## config.mk

```make
export PLATFORM = sky130hd
export DESIGN_NAME = cache_control
export DESIGN_NICKNAME = d
export VERILOG_FILES = /design/src/rtl/cache_ctrl_types.sv /design/src/rtl/pmemmux.sv /design/src/rtl/waymux.sv /design/src/rtl/wdatamux.sv /design/src/rtl/write_enmux.sv /design/src/rtl/sat_counter.sv /design/src/rtl/cache_control.sv
export SDC_FILE = /design/constraint.sdc
export NUM_CORES = 1
export LEC_CHECK = 0
export BUFFER_PORTS_ARGS = -buffer_cell sky130_fd_sc_hd__buf_4
export CAP_MARGIN = 20
export CORE_ASPECT_RATIO = 1.2
export CORE_MARGIN = 4
export CORE_UTILIZATION = 44
export DETAILED_ROUTE_END_ITERATION = 6
export GPL_TIMING_DRIVEN = 0
export PLACE_DENSITY = 0.73
export SKIP_LAST_GASP = 1
export SYNTH_ARGS = -nofsm -noshare
export SYNTH_HDL_FRONTEND = slang
export SYNTH_HIERARCHICAL = 1
export SYNTH_SLANG_ARGS = --single-unit
```

## constraint.sdc

```tcl
create_clock -name clk -period 4.2 [get_ports clk]
set_input_delay 0.42 -clock clk [delete_from_list [all_inputs] [get_ports clk]]
set_output_delay 0.42 -clock clk [all_outputs]
set_load 0.02 [all_outputs]
```

## src/rtl/cache_ctrl_types.sv

```systemverilog
// Shared types for the cache controller.
package cache_ctrl_types;

  typedef enum logic [1:0] {
    IDLE      = 2'd0,
    COMPARE   = 2'd1,
    WRITEBACK = 2'd2,
    ALLOCATE  = 2'd3
  } cache_ctrl_state_t;

endpackage : cache_ctrl_types

```

## src/rtl/pmemmux.sv

```systemverilog
// Physical-memory address mux select.
//   mem_address : CPU address (line fill)
//   tag         : address rebuilt from the stored tag (writeback)
package pmemmux;

  typedef enum logic {
    mem_address = 1'b0,
    tag         = 1'b1
  } pmemmux_sel_t;

endpackage : pmemmux

```

## src/rtl/waymux.sv

```systemverilog
// Way mux select for the data/tag arrays.
//   cmp : way chosen by the tag comparison
//   lru : least-recently-used way of the set
//   mru : most-recently-used way of the set
package waymux;

  typedef enum logic [1:0] {
    cmp = 2'd0,
    lru = 2'd1,
    mru = 2'd2
  } waymux_sel_t;

endpackage : waymux

```

## src/rtl/wdatamux.sv

```systemverilog
// Write-data mux select for the data array.
//   wdata  : CPU write data
//   line_o : refill line from physical memory
package wdatamux;

  typedef enum logic {
    wdata  = 1'b0,
    line_o = 1'b1
  } wdatamux_sel_t;

endpackage : wdatamux

```

## src/rtl/write_enmux.sv

```systemverilog
// Data-array write-enable mux select.
//   cpu  : byte enables from the CPU
//   line : whole-line enable for a refill
package write_enmux;

  typedef enum logic {
    cpu  = 1'b0,
    line = 1'b1
  } write_enmux_sel_t;

endpackage : write_enmux

```

## src/rtl/sat_counter.sv

```systemverilog
// Saturating up-counter: holds at all-ones instead of wrapping.
// Ports:
//   clk, rst_n : clock, async active-low reset (clears the count)
//   inc        : advance by one this cycle
//   count      : current value
module sat_counter #(
  parameter int unsigned W = 16
) (
  input  logic         clk,
  input  logic         rst_n,
  input  logic         inc,
  output logic [W-1:0] count
);

  logic [W-1:0] r_count;

  always_ff @(posedge clk or negedge rst_n) begin
    if (!rst_n) begin
      r_count <= '0;
    end else if (inc && (r_count != '1)) begin
      r_count <= r_count + W'(1);
    end
  end

  assign count = r_count;

endmodule : sat_counter

```

## src/rtl/cache_control.sv

```systemverilog
// Two-way write-back cache controller: lookup, dirty-victim writeback,
// line allocate and retry, plus saturating hit/miss statistics.
// Ports:
//   clk, rst_n            : clock, async active-low reset
//   mem_read, mem_write   : CPU request, held until mem_resp
//   hit                   : per-way tag match AND valid
//   lru, lru_dirty        : LRU way of the set and its dirty AND valid
//   pmem_resp             : physical-memory completion strobe
//   mem_resp              : one-cycle CPU completion
//   pmem_read, pmem_write : physical-memory requests
//   way_sel .. wen_sel    : datapath mux selects
//   load_* , dirty_in, lru_in : array write controls
//   hit_count, miss_count : saturating statistics
module cache_control
  import cache_ctrl_types::*;
#(
  parameter int unsigned CNT_W = 16
) (
  input  logic                         clk,
  input  logic                         rst_n,
  input  logic                         mem_read,
  input  logic                         mem_write,
  input  logic [1:0]                   hit,
  input  logic                         lru,
  input  logic                         lru_dirty,
  input  logic                         pmem_resp,
  output logic                         mem_resp,
  output logic                         pmem_read,
  output logic                         pmem_write,
  output waymux::waymux_sel_t          way_sel,
  output wdatamux::wdatamux_sel_t      wdata_sel,
  output pmemmux::pmemmux_sel_t        pmem_sel,
  output write_enmux::write_enmux_sel_t wen_sel,
  output logic                         load_tag,
  output logic                         load_valid,
  output logic                         load_dirty,
  output logic                         dirty_in,
  output logic                         load_lru,
  output logic                         lru_in,
  output logic                         load_data,
  output logic [CNT_W-1:0]             hit_count,
  output logic [CNT_W-1:0]             miss_count
);

  cache_ctrl_state_t r_state;
  cache_ctrl_state_t w_state_next;
  logic              r_retry;
  logic              w_retry_next;
  logic              w_hit_inc;
  logic              w_miss_inc;

  // The LRU way value is consumed by the datapath way mux, not here.
  logic w_unused_lru;
  assign w_unused_lru = lru;

  // State and retry-after-refill flag.
  always_ff @(posedge clk or negedge rst_n) begin
    if (!rst_n) begin
      r_state <= IDLE;
      r_retry <= 1'b0;
    end else begin
      r_state <= w_state_next;
      r_retry <= w_retry_next;
    end
  end

  // Next state and datapath controls.
  always_comb begin
    w_state_next = r_state;
    w_retry_next = r_retry;
    w_hit_inc    = 1'b0;
    w_miss_inc   = 1'b0;
    mem_resp     = 1'b0;
    pmem_read    = 1'b0;
    pmem_write   = 1'b0;
    way_sel      = waymux::cmp;
    wdata_sel    = wdatamux::wdata;
    pmem_sel     = pmemmux::mem_address;
    wen_sel      = write_enmux::cpu;
    load_tag     = 1'b0;
    load_valid   = 1'b0;
    load_dirty   = 1'b0;
    dirty_in     = 1'b0;
    load_lru     = 1'b0;
    lru_in       = 1'b0;
    load_data    = 1'b0;

    unique case (r_state)
      IDLE: begin
        if (mem_read || mem_write) begin
          w_state_next = COMPARE;
        end
      end

      COMPARE: begin
        w_retry_next = 1'b0;
        if (hit != 2'b00) begin
          mem_resp = 1'b1;
          load_lru = 1'b1;
          // Way 0 wins a double match, so the other way becomes LRU.
          lru_in   = hit[0];
          if (mem_write) begin
            load_data  = 1'b1;
            load_dirty = 1'b1;
            dirty_in   = 1'b1;
          end
          // The post-refill retry is part of the original miss.
          w_hit_inc    = ~r_retry;
          w_state_next = IDLE;
        end else begin
          w_miss_inc   = ~r_retry;
          w_state_next = lru_dirty ? WRITEBACK : ALLOCATE;
        end
      end

      WRITEBACK: begin
        pmem_write = 1'b1;
        pmem_sel   = pmemmux::tag;
        way_sel    = waymux::lru;
        if (pmem_resp) begin
          w_state_next = ALLOCATE;
        end
      end

      ALLOCATE: begin
        pmem_read = 1'b1;
        way_sel   = waymux::lru;
        if (pmem_resp) begin
          load_data    = 1'b1;
          load_tag     = 1'b1;
          load_valid   = 1'b1;
          load_dirty   = 1'b1;
          wen_sel      = write_enmux::line;
          wdata_sel    = wdatamux::line_o;
          w_retry_next = 1'b1;
          w_state_next = COMPARE;
        end
      end

      default: begin
        w_state_next = IDLE;
      end
    endcase
  end

  sat_counter #(.W(CNT_W)) u_hit_cnt (
    .clk   (clk),
    .rst_n (rst_n),
    .inc   (w_hit_inc),
    .count (hit_count)
  );

  sat_counter #(.W(CNT_W)) u_miss_cnt (
    .clk   (clk),
    .rst_n (rst_n),
    .inc   (w_miss_inc),
    .count (miss_count)
  );

endmodule : cache_control
```

==> flow_summary_export.csv <==
group,metric,value,unit
power_and_ir_drop,seq_power_share,0.373,
setup_path,cp.required,4.37,ns
timing,layout_min_cycle_time,2.47,ns
setup_path,critical-path-slowest-cell,"nor3_1",
clock_tree,cts_tree,"built",
clock_tree,h-tree-depth,2,
global_route,antenna_found_initial,0,
synthesis,synth_most_common_cell,"dfrtp_1",
routing,drt-met1-wl,1840,µm
setup_path,critPathMaxStageDelay,0.58,ns
routing,wl,4460,µm
setup_path,crit_family,"simple AND/OR/NAND/NOR gates",
clock_tree,clock_latency,0.29,ns
timing,max_freq,0.405,GHz
global_route,grt.overflow.total,0,
die,die_x,70.7,µm
cells_and_area,drive_above_1_share,0.359,
clock_tree,cts.clk_slew.worst_paths,0.07,ns
synthesis,ys_seq_elements,35,
synthesis,synth_area_leaders,"dfrtp_1 (42%), nand4_1 (4.8%), ha_1 (4.2%)",
placement,place_inst,298,
setup_path,regToRegSetupSlack,1.73,ns
setup_path,crit_arrival,2.64,ns
power_and_ir_drop,p_sw,0.000530,W
cells_and_area,seq_area,876,µm²
setup_path,startpoint_type,"register",
routing,route.met2.wl,2340,µm
cells_and_area,fin_cells,306,
placement,place.gp.congestion,0.807,
synthesis,synthFlopType,"dfrtp_1",
die,die_area,5880,µm²
die,top_level_ports,56,
clock_tree,post_cts_resized,0,
timing,worstMarginPinSlew,0.741,ns
synthesis,netlist_area,2070,µm²
clock_tree,cts.hold.buffers_added,0,
global_route,grt_max_degree,36,
die,core,4560,µm²
power_and_ir_drop,power_density,506,nW/µm²
flow_run,drv_cap,0,
placement,postPlaceCellArea,2540,µm²
setup_path,crit_top_cell,"nand2_1",
setup_path,crit_chain,"inv_1 -> ha_1 -> nand2_1 -> nor3_1 -> nand2_1 -> nor4_4 -> nand4_1 -> xnor2_1",
setup_path,rr_endpoint,"u_miss_cnt/count[14]",
routing,drc_errors,0,
routing,via_per_inst,5.52,
setup_path,rr_worst_depth,8,
placement,portBuffers,53,
cells_and_area,final_area,2650,µm²
clock_tree,cts_setup_buffers,0,
setup_path,r2r_start,"r_state[1]",
global_route,grt_pass1_wl,7720,µm
cells_and_area,multiInputGateArea,1120,µm²
outcome,status,"finished, final reports clean",
timing,rsz0062_at_grt,"no",
timing,skew,0.00830,ns
routing,drtPass1Iterations,4,
power_and_ir_drop,ir_drop,0.310,mV
setup_path,crit_type,"reg2reg",
die,row_count,27,
power_and_ir_drop,p_clk_frac,0.199,
synthesis,synthArstFlopShare,1.00,
hold_path,hold_path_class,"in2async",
routing,routed.top_layer,"met4",
routing,drtAntennaViolNets,0,
clock_tree,clock_path_buffers,2,
timing,relSlewSlack,0.502,
power_and_ir_drop,p_sw_frac,0.396,
synthesis,syn_nets,203,
synthesis,syn_area_per_cell,11.1,µm²
timing,final_max_slew_viol_count,0,
setup_path,end_kind,"register",
routing,wl_per_cell,14.6,µm
synthesis,synth_top_area_frac,0.422,
synthesis,yosysTopAreaCell,"dfrtp_1",
clock_tree,cts-root-buf,"clkbuf_8",
global_route,grt_pass1_vias,1622,
cells_and_area,filler_cell_count,429,
routing,drt_iter0_drc,121,
synthesis,synth_common_cells,"dfrtp_1 (35), nand4_1 (16), nand3_1 (10), o21a_1 (10), xnor2_1 (10)",
global_route,grt_util_all_layers,0.161,
synthesis,synth-edff-count,0,
routing,wl_met3,197,µm
clock_tree,cts_buffers,5,
die,start_util,0.455,
power_and_ir_drop,pwr-share-comb,0.427,
die,die_h,83.2,µm
power_and_ir_drop,internal_power,0.000808,W
synthesis,synth_cell_types,39,
clock_tree,clock-sinks,35,
timing,period_share,0.588,
synthesis,yosys_warnings,6,
cells_and_area,final_util,0.580,
timing,hold_viol_final,0,
routing,vias,1689,
setup_path,crit_buf_inv,1,
synthesis,synthCells,187,
synthesis,ys_seq_area_frac,0.422,
cells_and_area,nNetsFinal,263,
timing,final.setup.tns,0,ns
cells_and_area,n_antenna_cell,0,
placement,dpl.hpwl,3420,µm
cells_and_area,area_growth,27.5,%
power_and_ir_drop,p_leak,1.27,nW
setup_path,critPathMaxFanout,5,
timing,finalSetupViolations,0,
## stage by stage
step | hold WS, ns | power (W) | setup slack [ns]
after detailed placement | 0.402 | 0.00108 | 1.80
after global placement | 0.399 | 0.00107 | 1.85
after floorplan | 0.124 | 0.000859 | 2.17
after global routing | 0.105 | 0.00143 | 1.51
final | 0.0729 | 0.00134 | 1.73
after CTS | 0.0913 | 0.00135 | 1.81
## per-layer routing
layer	vias up	global-route usage
met5	-	0
met1	820	0.192
met2	34	0.278
met4	0	0.0667
met3	10	0.0351
li1	825	-
## cells in the final DEF (no fill, tap or decap), drive strengths merged, types with 4 or more instances in the layout
master   n
nand2    9
nor2    11
clkbuf   8
nor4     4
nand4   20
nand3   12
xnor2   10
inv      6
and3     4
xor2     4
and4     6
o21a    10
ha       7
a31oi    6
buf     60
dfrtp   35
o21ai    5
a21oi    7
## power groups by stage
stage	clock network [W]	registers, W	logic [W]
final	0.000267	0.000500	0.000572
after global routing	0.000288	0.000514	0.000626
after CTS	0.000273	0.000500	0.000582
after detailed placement	0	0.000506	0.000578
after global placement	0	0.000506	0.000563
after floorplan	0	0.000548	0.000311
## worst max path at each step
stage                     startpoint              endpoint  depth (start not counted)
final                     r_state[1]  u_miss_cnt/count[14]                          8
after global routing      r_state[1]  u_miss_cnt/count[10]                          8
after CTS                 r_state[1]  u_miss_cnt/count[10]                          8
after detailed placement  r_state[1]  u_miss_cnt/count[10]                          8
after global placement    r_state[1]  u_miss_cnt/count[14]                          8
after floorplan           r_state[1]   u_miss_cnt/count[5]                          8
## logic make-up (layout without fill, tap and decap cells)
| group | after synthesis | count (layout) | share of synthesized area |
|---|---|---|---|
| compound gates | 37 | 37 | 0.137 |
| xor+xnor | 14 | 14 | 0.0591 |
| fa+ha+maj | 7 | 7 | 0.0422 |
| buf+inv | 13 | 74 | 0.0362 |
| flops | 35 | 35 | 0.422 |
| mux | 4 | 4 | 0.0205 |
| other cells | 1 | 1 | 0.00181 |
| simple gates | 76 | 76 | 0.281 |
## flip-flops by register name, summed over array words and instances, names as in the netlist
signal            flops
r_state               2
r_retry               1
u_hit_cnt/count      16
u_miss_cnt/count     16
## final cells by class
cell class,count,share of cell area
Buffer,7,0.0199
Clock buffer,8,0.0378
Inverter,6,0.00851
Multi-Input combinational cell,139,0.425
Sequential cell,35,0.331
Tap cell,58,0.0274
Timing Repair Buffer,53,0.150
No activity file was read; power rests on OpenSTA's default activity.
